### config.mk
export PLATFORM = sky130hd
export DESIGN_NAME = param_reg_file
export DESIGN_NICKNAME = d
export VERILOG_FILES = /design/src/rtl/reg_file_pkg.sv /design/src/rtl/reg_file_rd_port.sv /design/src/rtl/param_reg_file.sv
export SDC_FILE = /design/constraint.sdc
export NUM_CORES = 1
export LEC_CHECK = 0
export ABC_CLOCK_PERIOD_IN_PS = 4900
export CAP_MARGIN = 15
export CORE_MARGIN = 2
export CORE_UTILIZATION = 38
export CTS_CLUSTER_DIAMETER = 100
export CTS_CLUSTER_SIZE = 25
export DETAILED_ROUTE_END_ITERATION = 12
export GPL_TIMING_DRIVEN = 0
export SETUP_SLACK_MARGIN = 0.05
export SYNTH_ARGS = -nofsm -noshare
export SYNTH_HDL_FRONTEND = slang
export SYNTH_SLANG_ARGS = --single-unit
### constraint.sdc
create_clock -name clk -period 4.9 [get_ports clk]
set_input_delay 0.49 -clock clk [delete_from_list [all_inputs] [get_ports clk]]
set_output_delay 0.49 -clock clk [all_outputs]
set_load 0.02 [all_outputs]
### src/rtl/reg_file_pkg.sv
// ============================================================================
// Module   : reg_file_pkg
// Purpose  : Shared types, default widths and bus-slicing helper for the
//            parametrised register file.
// Revision : 1.0
// ============================================================================
`default_nettype none

package reg_file_pkg;

    localparam int DEF_DATA_W = 32;
    localparam int DEF_ADDR_W = 5;

    typedef enum logic [0:0] {
        S_CLEAR = 1'b0,
        S_RUN   = 1'b1
    } rf_state_e;

    // Low bit of field idx inside a flattened bus of width-wide fields.
    function automatic int unsigned field_lo(input int unsigned idx, input int unsigned width);
        return idx * width;
    endfunction

endpackage

`default_nettype wire

### src/rtl/reg_file_rd_port.sv
// ============================================================================
// Module   : reg_file_rd_port
// Purpose  : One registered read port: zero-register check, write bypass,
//            storage mux and output register.
// Revision : 1.0
// ============================================================================
`default_nettype none

module reg_file_rd_port
    import reg_file_pkg::*;
#(
    parameter int DATA_W   = DEF_DATA_W,
    parameter int ADDR_W   = DEF_ADDR_W,
    parameter int ZERO_REG = 1,
    parameter int BYPASS   = 1
) (
    input  logic                          clk,
    input  logic                          rst,
    input  logic                          run_i,
    input  logic [ADDR_W-1:0]             rd_addr_i,
    input  logic                          reg_write_i,
    input  logic [ADDR_W-1:0]             wr_addr_i,
    input  logic [DATA_W-1:0]             write_data_i,
    input  logic [(2**ADDR_W)*DATA_W-1:0] mem_flat_i,
    output logic [DATA_W-1:0]             rd_data_o
);

    logic [DATA_W-1:0] rd_data_d;
    logic [DATA_W-1:0] rd_data_q;

    always_comb begin
        rd_data_d = mem_flat_i[rd_addr_i * DATA_W +: DATA_W];
        if ((ZERO_REG != 0) && (rd_addr_i == '0)) begin
            rd_data_d = '0;
        end else if ((BYPASS != 0) && reg_write_i && (wr_addr_i == rd_addr_i)) begin
            rd_data_d = write_data_i;
        end
    end

    // Output is forced to zero for the whole clear walk.
    always_ff @(posedge clk) begin
        if (rst || !run_i) begin
            rd_data_q <= '0;
        end else begin
            rd_data_q <= rd_data_d;
        end
    end

    assign rd_data_o = rd_data_q;

endmodule

`default_nettype wire

### src/rtl/param_reg_file.sv
// ============================================================================
// Module   : param_reg_file
// Purpose  : Parametrised multi-read-port register file with hardware clear
//            walk, optional hardwired-zero entry and optional write bypass.
// Revision : 1.0
// ============================================================================
`default_nettype none

module param_reg_file
    import reg_file_pkg::*;
#(
    parameter int DATA_W   = DEF_DATA_W,
    parameter int ADDR_W   = DEF_ADDR_W,
    parameter int NUM_RD   = 2,
    parameter int ZERO_REG = 1,
    parameter int BYPASS   = 1
) (
    input  logic                     clk,
    input  logic                     rst,
    input  logic                     clear_i,
    input  logic                     reg_write_i,
    input  logic [ADDR_W-1:0]        wr_addr_i,
    input  logic [DATA_W-1:0]        write_data_i,
    input  logic [NUM_RD*ADDR_W-1:0] rd_addr_i,
    output logic [NUM_RD*DATA_W-1:0] rd_data_o,
    output logic                     ready_o
);

    localparam int          DEPTH    = 1 << ADDR_W;
    localparam logic [ADDR_W:0] CNT_LAST = (ADDR_W+1)'(DEPTH - 1);

    rf_state_e                state_q;
    logic [ADDR_W:0]          cnt_q;
    logic                     ready_q;
    logic [DATA_W-1:0]        mem_q [DEPTH];
    logic [DEPTH*DATA_W-1:0]  mem_flat_w;
    logic                     run_w;
    logic                     wr_en_w;

    assign run_w   = (state_q == S_RUN);
    // A write coinciding with a clear request is dropped.
    assign wr_en_w = run_w && reg_write_i && !clear_i &&
                     !((ZERO_REG != 0) && (wr_addr_i == '0));

    always_ff @(posedge clk) begin
        if (rst) begin
            state_q <= S_CLEAR;
            cnt_q   <= '0;
            ready_q <= 1'b0;
        end else begin
            case (state_q)
                S_CLEAR: begin
                    if (cnt_q == CNT_LAST) begin
                        state_q <= S_RUN;
                        cnt_q   <= '0;
                        ready_q <= 1'b1;
                    end else begin
                        cnt_q <= cnt_q + (ADDR_W+1)'(1);
                    end
                end
                S_RUN: begin
                    if (clear_i) begin
                        state_q <= S_CLEAR;
                        cnt_q   <= '0;
                        ready_q <= 1'b0;
                    end
                end
                default: begin
                    state_q <= S_CLEAR;
                    cnt_q   <= '0;
                    ready_q <= 1'b0;
                end
            endcase
        end
    end

    always_ff @(posedge clk) begin
        if (!rst) begin
            if (state_q == S_CLEAR) begin
                mem_q[cnt_q[ADDR_W-1:0]] <= '0;
            end else if (wr_en_w) begin
                mem_q[wr_addr_i] <= write_data_i;
            end
        end
    end

    generate
        for (genvar e = 0; e < DEPTH; e++) begin : g_flat
            assign mem_flat_w[field_lo(e, DATA_W) +: DATA_W] = mem_q[e];
        end

        for (genvar p = 0; p < NUM_RD; p++) begin : g_rd_port
            reg_file_rd_port #(
                .DATA_W   (DATA_W),
                .ADDR_W   (ADDR_W),
                .ZERO_REG (ZERO_REG),
                .BYPASS   (BYPASS)
            ) u_rd_port (
                .clk          (clk),
                .rst          (rst),
                .run_i        (run_w),
                .rd_addr_i    (rd_addr_i[field_lo(p, ADDR_W) +: ADDR_W]),
                .reg_write_i  (reg_write_i),
                .wr_addr_i    (wr_addr_i),
                .write_data_i (write_data_i),
                .mem_flat_i   (mem_flat_w),
                .rd_data_o    (rd_data_o[field_lo(p, DATA_W) +: DATA_W])
            );
        end
    endgenerate

    assign ready_o = ready_q;

endmodule

`default_nettype wire

Yosys cells after proc, flatten, opt, wreduce, memory -nomap -nowiden:

Memory sizes are Yosys's and may differ from the RTL's.
Index checks and enable logic that the tools add are counted.

* bits in registers: 72
* logic and storage cells: 52
* bits of input ports: 51
* output and inout bits: 65
* RAM bits: 1024
* memories kept: 1

Memory list
* mem_q: words 32, width 32, rd ports 32, clocked after memory_dff 0, wr ports 1, line param_reg_file.sv:35 `logic [DATA_W-1:0] mem_q [DEPTH];`

* shift-type cells: 2
* equal/unequal tests: 5
* reduce and logical (&&, ||, !) cells: 16
* bitwise operators: 1
* muxes and demuxes: 21
* add/sub/neg operators: 1

Operator list (number)
* 1024-bit by 11-bit variable part select with 32-bit output: 2
* 32-bit two-way mux: 3
* 32-bit OR reduction: 1
* 5-bit logical NOT: 3
* 1-bit two-way mux: 12
* 6-bit two-way mux: 2
* 6-bit case mux with 2 select lines: 1
* 5-bit == test: 2
* 6-bit by 1-bit adder with 6-bit output (second input constant): 1
* 6-bit by 5-bit == test with 1-bit output (second input constant): 1
* 1-bit logical AND: 5
* 5-bit two-way mux: 1
* 2-bit inequality test (second input constant): 2
* 1-bit case mux with 2 select lines: 2
* 2-bit OR reduction: 2
* 1-bit logical NOT: 3
* 2-bit AND reduction: 1
* 1-bit logical OR: 1
* 1-bit NOT: 1

Depth between registers and ports, before layout:

Gate-level depths: netlist (run 1).

* word-level depth: 9
* mapped depth: 9
* mapped depth without buffers: 6

Hierarchy:

Synthesis (run 1) repeated with hierarchy kept, for this count alone.

* cells, all modules: 2872
* area, all modules: 50748.7 um^2

By module, submodules not included
* param_reg_file: instances 1, seq. area each 30909.6 um^2, cells each 1192, area an instance 31890.6 um^2
* reg_file_rd_port: instances 2, seq. area each 640.6 um^2, cells each 840, area an instance 9429.0 um^2

Least setup slack after synthesis (run 1):

OpenSTA, ideal clock, no wires.

* kind: input port to flip-flop
* start point: input wr_addr_i[0]
* end point: memory mem_q[20][0] (netlist name), enable pin
* stages on the path: 7
* arrival: 3.204 ns
* slack: 1.275 ns
* library setup time: 0.421 ns
* data required time: 4.479 ns
* path through: clkbuf_1 > or4_1 > o21a_1 > buf_2 > nor2_1 > a31oi_2 > nor2_1

* longest elaborated chain between the ends: 9
* elaborated cells on any way between the ends: 10
* classes of those cells: mux (6); reduce/logical (4)

Ends and longest elaborated chain
* start: declaration: line param_reg_file.sv:22 `input logic [ADDR_W-1:0] wr_addr_i,`
* 5-bit logical NOT: line param_reg_file.sv:43 `!((ZERO_REG != 0) && (wr_addr_i == '0));`
* 1-bit logical NOT: line param_reg_file.sv:43
* 1-bit logical AND: line param_reg_file.sv:42 `assign wr_en_w = run_w && reg_write_i && !clear_i &&`
* 1-bit two-way mux: line param_reg_file.sv:81 `end else if (wr_en_w) begin`
* 1-bit two-way mux: line param_reg_file.sv:79 `if (state_q == S_CLEAR) begin`
* 1-bit two-way mux: line param_reg_file.sv:78 `if (!rst) begin`
* 1-bit two-way mux (implied by the code): line param_reg_file.sv:82 `mem_q[wr_addr_i] <= write_data_i;`
* 32-bit OR reduction (no line)
* 5-bit two-way mux (no line) / 1-bit two-way mux (equally long branches)
* end: declaration: line param_reg_file.sv:35

Several ways; a longest one is shown, not always the timed one.

Worst setup path in the final report (run 1):

* start point: input rd_addr_i[2]
* end point: register g_rd_port[0].u_rd_port.rd_data_q[2]

* longest elaborated chain between the ends: 3
* elaborated cells on any way between the ends: 6
* classes of those cells: eq/ne (1); shift (1); mux (1); reduce/logical (3)

Ends and longest elaborated chain
* start: declaration: line param_reg_file.sv:24 `input logic [NUM_RD*ADDR_W-1:0] rd_addr_i,`
* parallel branches: the longest is 3 deep, another holds 1024-bit by 11-bit variable part select with 32-bit output
* end signal: assignment: line reg_file_rd_port.sv:45 `rd_data_q <= rd_data_d;`
* end: declaration: line reg_file_rd_port.sv:29 `logic [DATA_W-1:0] rd_data_q;`

Several ways; the timed one is not identified.
A chain may end at the register's enable or synchronous reset.

==> flow_summary.toml, run 1 <==
[clock_tree]
clk_latency_ns = 0.68
cts_max_level = 2
hold_buffers = 0
tritoncts = "done"
post_cts_buffers = 0
cts_buffers = 50
cts.sinks = 1096
cts.path.max_buffers = 3
cts_root_buf = "clkbuf_16"
cts_resized = 0
clk_pin_slew_ns = 0.10

[global_route]
grt_overflow = 0
antenna_found_initial = 3
grt_first_pass_wirelength_um = 241000
grt_usage = 0.263
grt_pass1_vias = 30400
grt_max_degree = 33

[sta]
hold_viol = 0
slew-limit-headroom = 0.119
slew_viol_final = 0
setup_viol = 0
timing.final.crit_share = 0.902
fin_skew_ns = 0.0260
rsz0062_at_grt = "false"
worstMarginPinSlew_ns = 1.32
hold_ws_ns = 0.416
finalSetupTns_ns = 0
finalCriticalPeriod_ns = 4.42
clock.fmax_mhz = 226

[synthesis]
synth-simple-area-share = 0.0239
ys_top_cells_by_area = "edfxtp_1, mux4_2, dfxtp_1"
synth_fp_nets = 2682
synth_enable_flop_cells = 1024
ys.flop_type = "edfxtp_1"
synth.cell_area_sq_mm = 0.0497
synth_top_family_by_area = "multiplexers"
synth_adder_area_share = 0.000252
synth_compound_area_frac = 0.0556
syn-instance-count = 2630
ys_ff_latch = 1096
ys_seq_area_frac = 0.648
synth_top_area_cell = "edfxtp_1"
synth_top_area_share = 0.619
yosys_warnings = 0
synth_xor_area_frac = 0.00176
postSynthAreaPerCell_sq_um = 18.9
synthMuxAreaShare = 0.251
synthArstFlopShare = 0
yosysUniqueCellTypes = 52

[worst_setup_path]
worstPathArrival_ns = 5.03
critPathTopFamily = "buffers and inverters"
start_kind = "input pin"
cpMaxStageDelayCell = "clkbuf_1"
critPathCaptureType = "register"
cpPeakStageDelay_ns = 0.93
crit_fanout = 10
cpMostUsedCell = "clkbuf_1"
path_buf_inv = 5
cp.required_ns = 5.51
path_class = "in -> reg"
crit_path_cell_trace = "clkdlybuf4s50_1 -> buf_1 -> inv_1 -> clkbuf_1 -> clkbuf_1 -> o22ai_1 -> o221ai_1 -> nand4_1 -> nand2_1"

[drt]
drt-initial-drc-count = 5238
drtAntennaViolNets = 0
wl_per_cell_um = 38.4
drc = 0
via_count = 30800
wl_um = 178000
dr.pass1.iters = 6
via_per_inst = 6.65

[floorplan]
ios = 116
coreArea_sq_mm = 0.130
die_h_um = 366
die_w_um = 366
die_area_sq_mm = 0.134
start_util = 0.383
rows = 132

[pwr]
p_total_mw = 16.6
ir_worst_vdd_mv = 0.254
switching_share = 0.233
clkPwrFrac = 0.310
leakage_nw = 14.8
powerDensity_mw_per_mm2 = 295
seq_power_share = 0.614
p_sw_mw = 3.86
internal-power_mw = 12.7
p_comb_frac = 0.076

[placed_design]
placed_area_sq_mm = 0.0542
dpl.hpwl_um = 123000
gp_congestion = 0.884
io_buffers = 109

[run_status]
outcome = "finished, final reports clean"

[layout]
n_fill_cell = 11200
final_util = 0.433
final_nets = 2906
drive_above_1_share = 0.278
design_area_sq_mm = 0.0561
areaGrowthSynthToFinish_pct = 12.9

[flow_run]
drv_cap = 0

[min_path]
hold_path_class = "in -> reg"
## per-stage QoR
| step | setup slack [ns] | std cells |
|---|---|---|
| 3_3_place_gp | -1.51 | 4481 |
| 5_1_grt | 0.671 | 4637 |
| 3_5_place_dp | 0.0800 | 4526 |
| 2_1_floorplan | 1.28 | 2630 |
| 6_report | 0.481 | 4639 |
| 4_1_cts | 0.782 | 4619 |
## final timing paths
check | start | to | slack (ns) | depth (start not counted)
max | rd_addr_i[2] | g_rd_port[0].u_rd_port.rd_data_o[2]$_SDFF_PP0_ | 0.48 | 9
max reg2reg | run_w$_SDFF_PP0_ | mem_q[9][9]$_DFFE_PP_ | 0.99 | 6
min | write_data_i[3] | g_rd_port[0].u_rd_port.rd_data_o[3]$_SDFF_PP0_ | 0.42 | 3
min reg2reg | ready_o$_SDFFE_PP0P_ | ready_o$_SDFFE_PP0P_ | 0.48 | 2
## cell usage in the layout (no fill, tap or decap), drive strengths merged, types with 2 or more instances in the layout
cell type	count
o2111ai	3
nor3	5
o22a	28
nand2	85
nor2	44
nand4	33
diode	2
clkbuf	211
a22oi	72
xnor2	10
and2	34
nor4	3
nand2b	9
or2	3
clkdlybuf4s50	109
and3	2
o22ai	60
nor2b	12
o21ai	65
a211o	6
a21oi	44
dfxtp	72
a221o	26
inv	11
a22o	32
buf	153
nor3b	3
a31oi	5
o21a	3
edfxtp	1024
a221oi	3
mux2	118
mux4	443
o221ai	31
mux2i	115
nand3	4
## cells in the mapped netlist (2+ instances only)
| cell | number |
|---|---|
| o22ai_1 | 60 |
| buf_6 | 11 |
| a211o_1 | 6 |
| a31oi_1 | 3 |
| buf_1 | 11 |
| a22o_1 | 32 |
| o22a_1 | 28 |
| dfxtp_1 | 72 |
| nor2_1 | 44 |
| and2_1 | 34 |
| a31oi_2 | 2 |
| edfxtp_1 | 1024 |
| inv_1 | 9 |
| a221oi_1 | 3 |
| nor2b_1 | 12 |
| nor3b_1 | 3 |
| o21ai_0 | 64 |
| o21a_1 | 3 |
| a22oi_1 | 72 |
| or2_2 | 3 |
| mux2i_1 | 115 |
| buf_2 | 66 |
| buf_4 | 3 |
| xnor2_1 | 10 |
| nor3_1 | 5 |
| nor4_1 | 3 |
| o2111ai_1 | 3 |
| nand2_1 | 85 |
| mux4_2 | 443 |
| and3_1 | 2 |
| nand3_1 | 4 |
| clkbuf_1 | 120 |
| o221ai_1 | 31 |
| a21oi_1 | 44 |
| nand4_1 | 33 |
| mux2_2 | 118 |
| nand2b_1 | 9 |
| a221o_1 | 26 |
## final cells by class
type / count / area [sq um] / share of cell area
Tap cell: 1742 / 2180 / 0.0388
Inverter: 10 / 37.5 / 0.000669
Sequential cell: 1096 / 32200 / 0.574
Clock buffer: 90 / 1480 / 0.0263
Buffer: 211 / 971 / 0.0173
Antenna cell: 2 / 5.00 / 0.0000892
Multi-Input combinational cell: 1313 / 16800 / 0.299
Clock inverter: 3 / 57.6 / 0.00103
Timing Repair Buffer: 172 / 2430 / 0.0433
## routing by layer
| layer | global-route usage | part of all wire | up-vias | wire length, um |
|---|---|---|---|---|
| met5 | 0 | 0.000073 | - | 13 |
| met4 | 0.152 | 0.068 | 2 | 12100 |
| met3 | 0.0613 | 0.12 | 424 | 21600 |
| met2 | 0.399 | 0.45 | 2387 | 79400 |
| met1 | 0.348 | 0.36 | 16400 | 65000 |
| li1 | - | - | 11700 | - |
## power by group through the flow
stage	Sequential [mW]	Clock (mW)	Combinational [mW]
5_1_grt	10.2	5.46	1.27
4_1_cts	10.2	5.17	1.23
3_3_place_gp	10.4	0	1.18
3_5_place_dp	10.4	0	1.22
2_1_floorplan	10.4	0	0.675
6_report	10.2	5.14	1.26
## flip-flops by register name, summed over array words and instances, names as in the netlist
signal / count
run_w: 1
ready_o: 1
g_rd_port.u_rd_port.rd_data_o: 64
cnt_q: 6
mem_q: 1024
## cells by family after synthesis
| logic type | count (synthesis) |
|---|---|
| XOR/XNOR | 10 |
| flip-flops | 1096 |
| AO/OA/AOI/OAI | 385 |
| AND/OR/NAND/NOR | 241 |
| adder cells (fa/ha/maj) | 1 |
| buffers and inverters | 221 |
| multiplexers | 676 |
## worst reg2reg max path: stages, from the launching register on
cell	delay, ns
dfxtp_1	0.32
clkbuf_1	0.30
and4bb_2	0.36
o21a_1	0.24
buf_2	0.34
clkbuf_1	0.94
and2_1	1.03
Note: power is estimated with default switching activity, not from simulation.
==> run 2, diff against run 1 <==
Settings changed: MAX_ROUTING_LAYER from default to met4.
==> run 2 against run 1 <==
Net effect: register-to-register slack barely moved; fmax fell by 1.1%; non-clock buffer count fell by 1; global-route usage rose by 0.83 points; sequential power barely moved; worst hold slack barely moved; sequential cell count did not move; via count barely moved; combinational power barely moved; largest cell class unchanged; largest power group unchanged; highest routed layer is now met4.
==> flow_summary.toml, run 2 (same netlist as run 1, synthesis figures left out) <==
[clock_tree]
tritoncts = "done"
cts.sinks = 1096
clk_latency_ns = 0.68
cts_root_buf = "clkbuf_16"
cts_resized = 0
cts_max_level = 2
post_cts_buffers = 0
hold_buffers = 0
cts_buffers = 50
clk_pin_slew_ns = 0.10
cts.path.max_buffers = 3

[sta]
timing.final.crit_share = 0.912
rsz0062_at_grt = "false"
finalCriticalPeriod_ns = 4.47
hold_viol = 0
hold_ws_ns = 0.416
slew-limit-headroom = 0.114
fin_skew_ns = 0.0244
slew_viol_final = 0
setup_viol = 0
worstMarginPinSlew_ns = 1.33
finalSetupTns_ns = 0
worst_slack_ns = 0.431
clock.fmax_mhz = 224

[floorplan]
die_h_um = 366
rows = 132
die_area_sq_mm = 0.134
start_util = 0.383
die_w_um = 366
ios = 116
coreArea_sq_mm = 0.130

[layout]
layout_common_cells = "edfxtp_1, mux4_2, clkbuf_1"
final_cells = 4639
final_util = 0.433
drive_above_1_share = 0.278
final_common_cell = "edfxtp_1"
n_fill_cell = 11200
final_nets = 2905
largest_reg_flops = 1024
largest-register = "mem_q"
design_area_sq_mm = 0.0561
multi_input_area_sq_mm = 0.0168
areaGrowthSynthToFinish_pct = 12.9
regArea_sq_mm = 0.0322

[worst_setup_path]
crit_fanout = 10
worstPathArrival_ns = 5.08
path_class = "in -> reg"
start_kind = "input pin"
cpMaxStageDelayCell = "clkbuf_1"
cpMostUsedCell = "clkbuf_1"
path_buf_inv = 5
cpPeakStageDelay_ns = 0.96
cp.required_ns = 5.51
crit_path_cell_trace = "clkdlybuf4s50_1 -> buf_1 -> inv_1 -> clkbuf_1 -> clkbuf_1 -> o22ai_1 -> o221ai_1 -> nand4_1 -> nand2_1"
critPathTopFamily = "buffers and inverters"
critPathCaptureType = "register"

[pwr]
internal-power_mw = 12.7
switching_share = 0.233
powerDensity_mw_per_mm2 = 295
clkPwrFrac = 0.310
ir_worst_vdd_mv = 0.251
leakage_nw = 14.8
seq_power_share = 0.614
p_comb_frac = 0.076
p_sw_mw = 3.85
p_total_mw = 16.5

[run_status]
outcome = "finished, final reports clean"

[placed_design]
place_ws_ns = 0.0800
dpl.hpwl_um = 123000
gp_congestion = 0.900
placed_area_sq_mm = 0.0542
post-place-cells = 4526
io_buffers = 109

[global_route]
grt_max_degree = 33
grt_first_pass_wirelength_um = 241000
grt_overflow = 0
antenna_found_initial = 2
grt_pass1_vias = 30300
grt_usage = 0.271

[flow_run]
drv_cap = 0

[drt]
drt-initial-drc-count = 5351
wl_um = 178000
drtAntennaViolNets = 0
drc = 0
via_count = 30800
wl_per_cell_um = 38.4
via_per_inst = 6.64
dr.pass1.iters = 6

[min_path]
hold_path_class = "in -> reg"
[run 2: cell types whose count changed in the layout (fill, tap and decap cells not counted), sizes merged]
cell and change:
buf -1, diode +1
[run 2: final cells by class]
cell class,instances,area share
multi-input combinational,1313,0.299
inverter,10,0.000669
timing repair buffer,171,0.0429
sequential,1096,0.574
antenna,3,0.000134
buffer,211,0.0173
clock inverter,3,0.00103
tap,1742,0.0389
clock buffer,90,0.0263
[run 2: worst paths after layout]
| check | startpoint | end | slack, ns | cells past startpoint |
|---|---|---|---|---|
| setup / recovery | rd_addr_i[2] | g_rd_port[0].u_rd_port.rd_data_o[2]$_SDFF_PP0_ | 0.43 | 9 |
| setup reg to reg | run_w$_SDFF_PP0_ | mem_q[10][9]$_DFFE_PP_ | 0.98 | 6 |
| hold reg to reg | ready_o$_SDFFE_PP0P_ | ready_o$_SDFFE_PP0P_ | 0.48 | 2 |
| hold / removal | write_data_i[25] | g_rd_port[0].u_rd_port.rd_data_o[25]$_SDFF_PP0_ | 0.42 | 3 |
[run 2: power groups by stage]
stage               sequential, mW  combinational [mW]  clock (mW)
detailed placement            10.4                1.22           0
finish                        10.2                1.26        5.13
global route                  10.2                1.27        5.47
floorplan                     10.4               0.675           0
CTS                           10.2                1.23        5.17
global placement              10.4                1.18           0
[run 2: metal layers]
| metal | track usage | vias to the layer above | part of all wire |
|---|---|---|---|
| met5 | - | - | 0 |
| met4 | 0.146 | 0 | 0.067 |
| met3 | 0.0591 | 441 | 0.12 |
| met2 | 0.401 | 2304 | 0.44 |
| met1 | 0.351 | 16400 | 0.37 |
| li1 | - | 11700 | - |
[run 2: tightest hold or removal path, delay by kind of cell]
family / cells / cell delay, ns
buf+inv: 1 / 0.44
simple gates: 2 / 0.12
